--- config.mk ---
export PLATFORM = sky130hd
export DESIGN_NAME = pipe_adder
export DESIGN_NICKNAME = d
export VERILOG_FILES = /design/src/rtl/pipe_adder.sv
export SDC_FILE = /design/constraint.sdc
export NUM_CORES = 1
export LEC_CHECK = 0
export BUFFER_PORTS_ARGS = -buffer_cell sky130_fd_sc_hd__buf_2
export CAP_MARGIN = 30
export CORE_ASPECT_RATIO = 1.4
export CORE_MARGIN = 2
export CORE_UTILIZATION = 54
export DETAILED_ROUTE_END_ITERATION = 8
export PLACE_DENSITY = 0.75
export SYNTH_ARGS = -nofsm -noshare
export SYNTH_HDL_FRONTEND = slang
export SYNTH_SLANG_ARGS = --single-unit
--- constraint.sdc ---
create_clock -name clk -period 2.2 [get_ports clk]
set_input_delay 0.44 -clock clk [delete_from_list [all_inputs] [get_ports clk]]
set_output_delay 0.44 -clock clk [all_outputs]
set_load 0.005 [all_outputs]
--- src/rtl/pipe_adder.sv ---
`timescale 1ns/1ps
`default_nettype none
// ============================================================================
// Module   : pipe_adder
// Brief    : Pipelined CHUNK-bit-per-stage adder/subtractor, whole-pipe stall.
// Revision : 1.0
// ============================================================================
module pipe_adder #(
  parameter int WIDTH = 32,
  parameter int CHUNK = 4
) (
  input  logic             clk,
  input  logic             rst,
  input  logic             in_valid,
  output logic             in_ready,
  input  logic [WIDTH-1:0] a,
  input  logic [WIDTH-1:0] b,
  input  logic             cin,
  input  logic             sub,
  output logic             out_valid,
  input  logic             out_ready,
  output logic [WIDTH-1:0] s,
  output logic             cout,
  output logic             ovf
);

  localparam int STAGES = WIDTH / CHUNK;
  localparam int LAST   = STAGES - 1;

  logic [WIDTH-1:0]  a_q   [STAGES];
  logic [WIDTH-1:0]  a_d   [STAGES];
  logic [WIDTH-1:0]  be_q  [STAGES];
  logic [WIDTH-1:0]  be_d  [STAGES];
  logic [WIDTH-1:0]  sum_q [STAGES];
  logic [WIDTH-1:0]  sum_d [STAGES];
  logic [STAGES-1:0] carry_q, carry_d;
  logic [STAGES-1:0] valid_q, valid_d;
  logic              ovf_q, ovf_d;
  logic [CHUNK:0]    w_slice [STAGES];
  logic [WIDTH-1:0]  w_b_eff;
  logic              w_en;

  assign w_en      = !valid_q[LAST] || out_ready;
  assign in_ready  = w_en;
  assign out_valid = valid_q[LAST];
  assign s         = sum_q[LAST];
  assign cout      = carry_q[LAST];
  assign ovf       = ovf_q;

  always_comb begin
    a_d     = '{default: '0};
    be_d    = '{default: '0};
    sum_d   = '{default: '0};
    w_slice = '{default: '0};
    carry_d = '0;
    valid_d = '0;

    // Subtraction is a + ~b + 1; borrow-in folds into the same carry-in.
    w_b_eff    = b ^ {WIDTH{sub}};
    a_d[0]     = a;
    be_d[0]    = w_b_eff;
    valid_d[0] = in_valid;
    w_slice[0] = {1'b0, a[CHUNK-1:0]} + {1'b0, w_b_eff[CHUNK-1:0]}
               + {{CHUNK{1'b0}}, cin ^ sub};
    sum_d[0][CHUNK-1:0] = w_slice[0][CHUNK-1:0];
    carry_d[0]          = w_slice[0][CHUNK];

    for (int k = 1; k < STAGES; k++) begin
      a_d[k]     = a_q[k-1];
      be_d[k]    = be_q[k-1];
      sum_d[k]   = sum_q[k-1];
      valid_d[k] = valid_q[k-1];
      w_slice[k] = {1'b0, a_q[k-1][k*CHUNK +: CHUNK]}
                 + {1'b0, be_q[k-1][k*CHUNK +: CHUNK]}
                 + {{CHUNK{1'b0}}, carry_q[k-1]};
      sum_d[k][k*CHUNK +: CHUNK] = w_slice[k][CHUNK-1:0];
      carry_d[k]                 = w_slice[k][CHUNK];
    end

    ovf_d = (a_d[LAST][WIDTH-1] == be_d[LAST][WIDTH-1]) &&
            (sum_d[LAST][WIDTH-1] != a_d[LAST][WIDTH-1]);
  end

  always_ff @(posedge clk) begin
    if (rst) begin
      a_q     <= '{default: '0};
      be_q    <= '{default: '0};
      sum_q   <= '{default: '0};
      carry_q <= '0;
      valid_q <= '0;
      ovf_q   <= 1'b0;
    end else if (w_en) begin
      a_q     <= a_d;
      be_q    <= be_d;
      sum_q   <= sum_d;
      carry_q <= carry_d;
      valid_q <= valid_d;
      ovf_q   <= ovf_d;
    end
  end

endmodule
`default_nettype wire

==> results.sh, run 1 <==
export IMPL_status="finished clean"
export IMPL_rows=71
export IMPL_drtAntennaViolNets=0
export IMPL_gp_congestion=0.844
export IMPL_synth_area_leader_cell="dfxtp_1"
export IMPL_ys_ff_latch=385
export IMPL_grt_max_degree=128
export IMPL_core_um2=26800
export IMPL_io_pins=106
export IMPL_clock_latency_ns=0.51
export IMPL_grt_usage_pct=20.8
export IMPL_final_min_clock_period_ns=2.09
export IMPL_drc=0
export IMPL_worstSetupEndpointType="output pin"
export IMPL_rr_endpoint="carry_q[5]"
export IMPL_pre_cts_slack_ns=0.182
export IMPL_ys_flop_type="dfxtp_1"
export IMPL_cts_root_buf="clkbuf_16"
export IMPL_stdcell_count=2215
export IMPL_hold_viol=0
export IMPL_vias=11549
export IMPL_synth_yosys_warnings=0
export IMPL_crit_type="reg2out"
export IMPL_synthCells=1793
export IMPL_chipWidth_um=143
export IMPL_ys_seq_area_share_pct=52.5
export IMPL_cts_setup_buffers=0
export IMPL_synthTopCellsByArea="dfxtp_1 52%, nand2_1 17%, a21oi_1 12%"
export IMPL_syn_to_final_growth_pct=12.3
export IMPL_path_clk_slew_ns=0.06
export IMPL_die_area_um2=28500
export IMPL_tns_ns=0
export IMPL_finalSetupViolations=0
export IMPL_finalPower_uw=14200
export IMPL_peakVddDrop_v=0.000515
export IMPL_final_core_util_pct=61.5
export IMPL_r2r_start="valid_q[7]"
export IMPL_finalClockSkew_ns=0.0105
export IMPL_worstPathMaxFanout=55
export IMPL_antenna_found_initial=1
export IMPL_start_util_pct=54.7
export IMPL_dp_hpwl_um=19100
export IMPL_fmax_ghz=0.479
export IMPL_crit_chain="nor2b_4, inv_8, buf_2"
export IMPL_die_y_um=199
export IMPL_ff2ff_setup_slack_ns=0.50
export IMPL_period_share_pct=94.9
export IMPL_cts_hold_buffers=0
export IMPL_syn_nets=1903
export IMPL_placedCellCount=2154
export IMPL_post_route_worst_setup_slack_ns=0.113
export IMPL_cp_slowest_cell="nor2b_4"
export IMPL_yosysTopAreaCellShare_pct=52.5
export IMPL_p_per_area_nw_per_um2=861
export IMPL_relSlewSlack_pct=60.1
export IMPL_worstPathArrival_ns=1.65
export IMPL_async_flop_share_pct=0
export IMPL_grt_pass1_vias=10759
export IMPL_worst_slew_pin_slew_ns=0.599
export IMPL_nFillCells=2393
export IMPL_drive_above_1_share_pct=10.1
export IMPL_max_stage_delay_ns=0.37
export IMPL_cellLeakagePower_uw=0.00618
export IMPL_clock_path_buffers=3
export IMPL_synth_cell_types=33
export IMPL_drt_pre_antenna_iters=5
export IMPL_drt_iter0_drc=632
export IMPL_numCtsBuffers=36
export IMPL_grt_pass1_wl_um=49000
export IMPL_htreeDepth=2
export IMPL_synth_edff_count=0
export IMPL_rsz0062_at_grt="no"
export IMPL_cts_resized=0
export IMPL_hold_path_class="in2reg"
export IMPL_cts_tree="built"
export IMPL_grt_overflow_total=0
export IMPL_drt_total_wl_um=29800
export IMPL_synth_area_um2=14700
export IMPL_maxSlewViolCount=0
export IMPL_syn_avg_cell_area_um2=8.19
export IMPL_crit_required_ns=1.76
export IMPL_avgRoutedWirePerCell_um=13.5
export IMPL_viasPerCell=5.21
export IMPL_numPortBuffers=105
export IMPL_r2r_cells=4
export IMPL_nets=1937
export IMPL_start_kind="register"
export IMPL_crit_start="valid_q[7]"
export IMPL_maxCapViolations=0
export IMPL_endpoint="in_ready"
export IMPL_clock_sinks=385
==> per-layer routing <==
metal | vias to the layer above | share of wire (%) | wire, um | track usage, %
met5 | - | 0 | 0 | 0
met4 | 0 | 4.4 | 1320 | 9.91
met3 | 64 | 2.4 | 703 | 2.66
met2 | 136 | 54 | 16100 | 39.3
met1 | 5456 | 39 | 11700 | 22.8
li1 | 5893 | - | - | -
==> cells by family after synthesis <==
group                      synth area share [%]
adders and majority gates                  4.23
and+or+nand+nor                            20.4
AOI/OAI and AO/OA                          14.9
buffers and inverters                      5.48
DFF                                        52.5
xor gates and xnor gates                   2.45
==> flip-flops by register name, summed over array words and instances (netlist names) <==
signal,flops
a_d,112
be_d,112
sum_d,112
s,32
carry_q,8
valid_q,8
ovf,1
==> cell usage in the layout, fill, tap and decap left out, drive strengths merged <==
master and count:
a2111o 8, a2111oi 1, a211oi 44, a21o 1, a21oi 338, a221oi 1, buf 131, bufinv 3
clkbuf 53, clkinv 3, clkinvlp 1, dfxtp 385, diode 1, fa 16, ha 24, inv 26
nand2 661, nand3 13, nand3b 12, nand4 7, nor2 53, nor2b 15, nor3 1, o211ai 2
o21ai 7, or2 1, or4b 1, xnor2 35, xor2 6
==> worst max-delay path, delay by kind of cell, from the launching register on <==
kind / cells / cell delay (ns)
AND/OR/NAND/NOR: 1 / 0.37
flip-flops: 1 / 0.34
buffers and inverters: 2 / 0.43
==> cell usage after synthesis (13+ instances only) <==
library cell / number
fa_1: 16
xnor2_1: 35
nand2_1: 661
inv_1: 25
dfxtp_1: 385
nor2b_1: 14
nand3_1: 13
clkbuf_1: 34
a211oi_1: 44
ha_1: 24
a21oi_1: 338
buf_2: 66
nor2_1: 53
buf_4: 22
==> how the worst min path moves through the flow <==
stage          startpoint  depth (start not counted)  slack, ns        to
6_report            a[12]                          3       0.17  a_d[204]
3_3_place_gp        s[13]                          2       0.44     s[13]
2_1_floorplan     a_d[56]                          2       0.43   a_d[56]
5_1_grt             a[20]                          3       0.18  a_d[212]
4_1_cts             a[17]                          3       0.16  a_d[209]
3_5_place_dp         s[1]                          2       0.44      s[1]
==> where the power goes <==
part	total (uW)	switching, uW	internal [uW]
Combinational	658	374	284
Clock	6210	2520	3700
Sequential	7330	124	7200
==> stage by stage <==
step           cell area [um^2]  hold slack (ns)
6_report                  16500            0.170
4_1_cts                   16500            0.158
2_1_floorplan             14700            0.432
3_5_place_dp              15300            0.441
5_1_grt                   16500            0.175
3_3_place_gp              15300            0.437
==> area by class of cell <==
cell class / count / area, um^2 / share of cell area, %
inverter: 26 / 105 / 0.637
sequential: 385 / 7710 / 46.7
clock inverter: 7 / 113 / 0.683
timing repair buffer: 131 / 868 / 5.27
clock buffer: 53 / 1070 / 6.46
antenna: 1 / 2.50 / 0.0152
tap: 365 / 457 / 2.77
multi-input combinational: 1247 / 6170 / 37.4
Power figures use the tool's default switching activity.
==> run 2, diff against run 1 <==
Clock period 2.2 ns to 1.8 ns, I/O delays scaled along.
==> run 2 against run 1 <==
Effect of this change:
- sequential share of layout area decreased by 0.89 points
- first-iteration DRC count decreased by 15%
- clock-buffer cell count decreased by 1
- combinational power increased by 28%
- utilization increased by 1.2 points
- largest cell class unchanged
- highest routed layer is now met5
- non-clock buffer count increased by 34
- wire length increased by 5.1%
- sequential cell count unchanged
- register-to-register slack got worse by 0.37 ns
- hold slack got worse by 0.083 ns
==> results.sh, run 2 (synthesis results as in run 1) <==
export IMPL_worstPathArrival_ns=1.31
export IMPL_p_per_area_nw_per_um2=1010
export IMPL_worst_slew_pin_slew_ns=0.474
export IMPL_hold_end="a_d[223]"
export IMPL_hold_depth=3
export IMPL_fmax_ghz=0.597
export IMPL_worstPathMaxFanout=5
export IMPL_drc=0
export IMPL_final_common_cell="nand2_1"
export IMPL_drt_total_wl_um=31300
export IMPL_wl_met1_um=12200
export IMPL_r2r_start="valid_q[7]"
export IMPL_r2r_cells=6
export IMPL_wl_met3_um=859
export IMPL_maxSlewViolCount=0
export IMPL_numCtsBuffers=36
export IMPL_start_util_pct=54.7
export IMPL_cp_slowest_cell="dfxtp_1"
export IMPL_max_stage_delay_ns=0.34
export IMPL_crit_required_ns=1.44
export IMPL_pre_cts_slack_ns=-0.0619
export IMPL_finalSetupViolations=0
export IMPL_post_route_worst_setup_slack_ns=0.126
export IMPL_die_y_um=199
export IMPL_htreeDepth=2
export IMPL_cts_root_buf="clkbuf_16"
export IMPL_crit_chain="nor2b_4, inv_12, buf_2"
export IMPL_period_share_pct=93.0
export IMPL_ff2ff_setup_slack_ns=0.13
export IMPL_finalClockSkew_ns=0.0129
export IMPL_vias=11605
export IMPL_avgRoutedWirePerCell_um=14.0
export IMPL_antenna_cells=0
export IMPL_syn_to_final_growth_pct=14.5
export IMPL_path_clk_slew_ns=0.06
export IMPL_peakVddDrop_v=0.000605
export IMPL_drtAntennaViolNets=0
export IMPL_chipWidth_um=143
export IMPL_stdcell_count=2245
export IMPL_grt_overflow_total=0
export IMPL_grt_max_degree=81
export IMPL_clock_sinks=385
export IMPL_cellLeakagePower_uw=0.00635
export IMPL_nets=1973
export IMPL_rr_endpoint="be_d[28]"
export IMPL_numPortBuffers=105
export IMPL_layout_cells_most_common_list="661 x nand2_1, 385 x dfxtp_1, 338 x a21oi_1"
export IMPL_drive_above_1_share_pct=11.8
export IMPL_clock_path_buffers=3
export IMPL_hp_start="a[31]"
export IMPL_hold_viol=0
export IMPL_status="finished clean"
export IMPL_grt_pass1_vias=11017
export IMPL_antenna_found_initial=1
export IMPL_wl_met2_um=16500
export IMPL_grt_usage_pct=21.7
export IMPL_gp_congestion=0.807
export IMPL_drt_iter0_drc=535
export IMPL_start_kind="register"
export IMPL_cts_tree="built"
export IMPL_maxCapViolations=0
export IMPL_drt_pre_antenna_iters=5
export IMPL_critPathTopFamily="flip-flops"
export IMPL_crit_type="reg2out"
export IMPL_relSlewSlack_pct=68.4
export IMPL_clock_latency_ns=0.51
export IMPL_crit_start="valid_q[7]"
export IMPL_grt_pass1_wl_um=50700
export IMPL_worstSetupEndpointType="output pin"
export IMPL_highest_layer="met5"
export IMPL_die_area_um2=28500
export IMPL_io_pins=106
export IMPL_core_um2=26800
export IMPL_cp_num_buf_inv=2
export IMPL_final_min_clock_period_ns=1.67
export IMPL_rows=71
export IMPL_hold_path_class="in2reg"
export IMPL_cts_hold_buffers=0
export IMPL_dp_hpwl_um=20500
export IMPL_nFillCells=2387
export IMPL_viasPerCell=5.17
export IMPL_placedCellCount=2181
==> run 2: cell types whose count changed in the layout (fill, tap and decap cells not counted), sizes merged <==
cell      before  now
buf          131  165
inv           26   28
clkinv         3    2
bufinv         3    1
clkbuf        53   52
diode          1    0
clkinvlp       1    0
==> run 2: what timing repair did <==
item | CTS | global route
buffers inserted | 2 | 5
resized for setup | 1 | 0
endpoints found under the hold margin | 0 | 0
cloned | 1 | 1
endpoints found under the setup margin | 1 | 1
==> run 2: report_power, final <==
part	internal, uW	switching, uW
registers	8810	151
clock network	4200	3050
logic	374	470
==> run 2: per-layer routing <==
| layer | vias to the layer above | GRT usage, % |
|---|---|---|
| met2 | 157 | 39.6 |
| met3 | 85 | 3.00 |
| li1 | 5956 | - |
| met1 | 5405 | 23.8 |
| met5 | - | 0 |
| met4 | 2 | 12.2 |
==> run 2: worst register-to-register path, delay by kind of cell, from the launching register on <==
family                 cells  cell delay, ns
buffers and inverters      3            0.73
AND/OR/NAND/NOR            2            0.39
flip-flops                 1            0.34
AO/OA/AOI/OAI              1            0.14
==> run 2: how the worst max path moves through the flow <==
stage	end	slack, ns	depth (start not counted)
final	in_ready	0.13	3
after CTS	in_ready	0.02	3
after detailed placement	carry_q[0]	-0.06	8
after floorplan	sum_d[193]	-0.09	7
after global placement	carry_q[0]	-0.02	8
after global routing	be_d[173]	-0.003	6
==> run 2: metrics by stage <==
stage	total power [uW]	hold WS (ns)	utilization, %	instance area, um^2	TNS [ns]
6_report	17000	0.0869	62.7	16800	0
5_1_grt	17700	0.0927	62.7	16800	-0.00337
4_1_cts	17200	0.0757	62.5	16800	0
3_5_place_dp	10000	0.440	58.3	15600	-0.120
3_3_place_gp	9960	0.435	58.3	15600	-0.0400
2_1_floorplan	9680	0.432	-	14700	-0.159
==> run 2: cell type report <==
| cell class | instances | area (um^2) | share of cell area [%] |
|---|---|---|---|
| Tap cell | 365 | 457 | 2.72 |
| Sequential cell | 385 | 7710 | 45.8 |
| Clock inverter | 3 | 40.0 | 0.238 |
| Multi-Input combinational cell | 1247 | 6180 | 36.8 |
| Timing Repair Buffer | 165 | 1240 | 7.35 |
| Inverter | 26 | 110 | 0.655 |
| Timing Repair inverter | 2 | 17.5 | 0.104 |
| Clock buffer | 52 | 1060 | 6.32 |
==> run 3, diff against run 2 <==
Settings changed: BUFFER_PORTS_ARGS -buffer_cell sky130_fd_sc_hd__buf_2 to -buffer_cell sky130_fd_sc_hd__buf_4, CORE_ASPECT_RATIO 1.4 to default.
==> run 3 against run 2 <==
Effect of this change:
- clock power rose by 11%
- sequential cell count unchanged
- critical path depth up 1
- sequential power about the same
- die area hardly changed
- largest power group unchanged
==> results.sh, run 3 (synthesis results as in run 1) <==
export IMPL_worstSetupEndpointType="output pin"
export IMPL_fmax_ghz=0.573
export IMPL_grt_max_degree=58
export IMPL_hp_start="a[14]"
export IMPL_p_per_area_nw_per_um2=1040
export IMPL_final_min_clock_period_ns=1.75
export IMPL_rows=60
export IMPL_maxSlewViolCount=0
export IMPL_clock_sinks=385
export IMPL_period_share_pct=97.0
export IMPL_htreeDepth=2
export IMPL_cts_root_buf="clkbuf_16"
export IMPL_hold_path_class="in2reg"
export IMPL_gp_congestion=0.808
export IMPL_drt_iter0_drc=802
export IMPL_nets=1967
export IMPL_rsz0062_at_grt="no"
export IMPL_cellLeakagePower_uw=0.00648
export IMPL_cts_tree="built"
export IMPL_grt_usage_pct=21.1
export IMPL_cts_hold_buffers=0
export IMPL_clock_latency_ns=0.52
export IMPL_drt_total_wl_um=30300
export IMPL_final_core_util_pct=64.1
export IMPL_worst_slew_pin_slew_ns=0.492
export IMPL_numCtsBuffers=39
export IMPL_worstPathArrival_ns=1.39
export IMPL_chipWidth_um=169
export IMPL_path_clk_slew_ns=0.06
export IMPL_pre_cts_slack_ns=-0.101
export IMPL_status="finished clean"
export IMPL_relSlewSlack_pct=67.2
export IMPL_regArea_um2=7710
export IMPL_crit_required_ns=1.44
export IMPL_drtAntennaViolNets=0
export IMPL_syn_to_final_growth_pct=17.1
export IMPL_start_util_pct=54.8
export IMPL_cp_slowest_cell="dfxtp_2"
export IMPL_start_kind="register"
export IMPL_peakVddDrop_v=0.000768
export IMPL_critPathTopFamily="buffers and inverters"
export IMPL_drt_pre_antenna_iters=5
export IMPL_grt_pass1_vias=11090
export IMPL_worstPathMaxFanout=13
export IMPL_core_um2=26800
export IMPL_layout_cells_most_common_list="661 x nand2_1, 384 x dfxtp_1, 338 x a21oi_1"
export IMPL_multiInputGateArea_um2=6180
export IMPL_r2r_start="be_d[56]"
export IMPL_antenna_found_initial=0
export IMPL_crit_type="reg2out"
export IMPL_die_area_um2=28500
export IMPL_crit_chain="nor2b_4, buf_12, inv_16, buf_4"
export IMPL_finalClockSkew_ns=0.00876
export IMPL_clock_path_buffers=3
export IMPL_hold_viol=0
export IMPL_final_common_cell="nand2_1"
export IMPL_grt_overflow_total=0
export IMPL_tns_ns=0
export IMPL_max_stage_delay_ns=0.33
export IMPL_numPortBuffers=105
export IMPL_grt_pass1_wl_um=50700
export IMPL_io_pins=106
export IMPL_nFillCells=2253
export IMPL_finalSetupViolations=0
export IMPL_dp_hpwl_um=19400
export IMPL_drc=0
export IMPL_finalPower_uw=17900
export IMPL_vias=11659
export IMPL_crit_start="valid_q[7]"
export IMPL_viasPerCell=5.24
export IMPL_post_route_worst_setup_slack_ns=0.0540
export IMPL_placedCellCount=2151
export IMPL_cp_num_buf_inv=3
export IMPL_die_y_um=169
export IMPL_maxCapViolations=0
export IMPL_avgRoutedWirePerCell_um=13.6
export IMPL_antenna_cells=0
export IMPL_drive_above_1_share_pct=12.0
export IMPL_stdcell_count=2225
-- run 3: repair_timing --
item	4_1_cts	5_1_grt
setup buffers	2	2
gates resized for setup	3	0
cloned	2	0
endpoints found under the hold margin	0	0
endpoints found under the setup margin	1	1
-- run 3: path summary, 6_finish.rpt --
path	endpoint	slack (ns)	cells past startpoint
worst min register to register	s[16]	0.45	2
worst max-delay path	in_ready	0.05	4
worst min-delay path	a_d[206]	0.09	3
worst max register to register	carry_q[6]	0.17	7
-- run 3: power breakdown --
part           switching (uW)  internal [uW]  leakage [uW]
Combinational             454            412       0.00270
Clock                    3210           4830      0.000640
Sequential                150           8810       0.00314
-- run 3: metrics by stage --
stage	hold WS [ns]	instance area, um^2
CTS	0.0759	17200
global placement	0.438	15800
floorplan	0.432	14700
global route	0.102	17200
finish	0.0929	17200
detailed placement	0.443	15800
-- run 3: layout make-up --
class,count,share of cell area [%]
repair inverters,2,0.102
repair buffers,156,8.46
inverters,26,0.662
flip-flops and latches,385,44.8
clock buffers,56,6.63
clock inverters,12,0.852
multi-input cells,1247,36.0
well taps,341,2.48
-- run 3: worst min-delay path: cells and delay by family --
kind,cells,cell delay [ns]
AO/OA/AOI/OAI,1,0.05
AND/OR/NAND/NOR,1,0.04
buffers and inverters,1,0.11
-- run 3: per-layer routing --
layer	part of all wire (%)	global-route usage [%]
met5	0	0
met2	52	38.4
met4	3.8	9.56
met3	2.5	2.38
met1	42	25.1
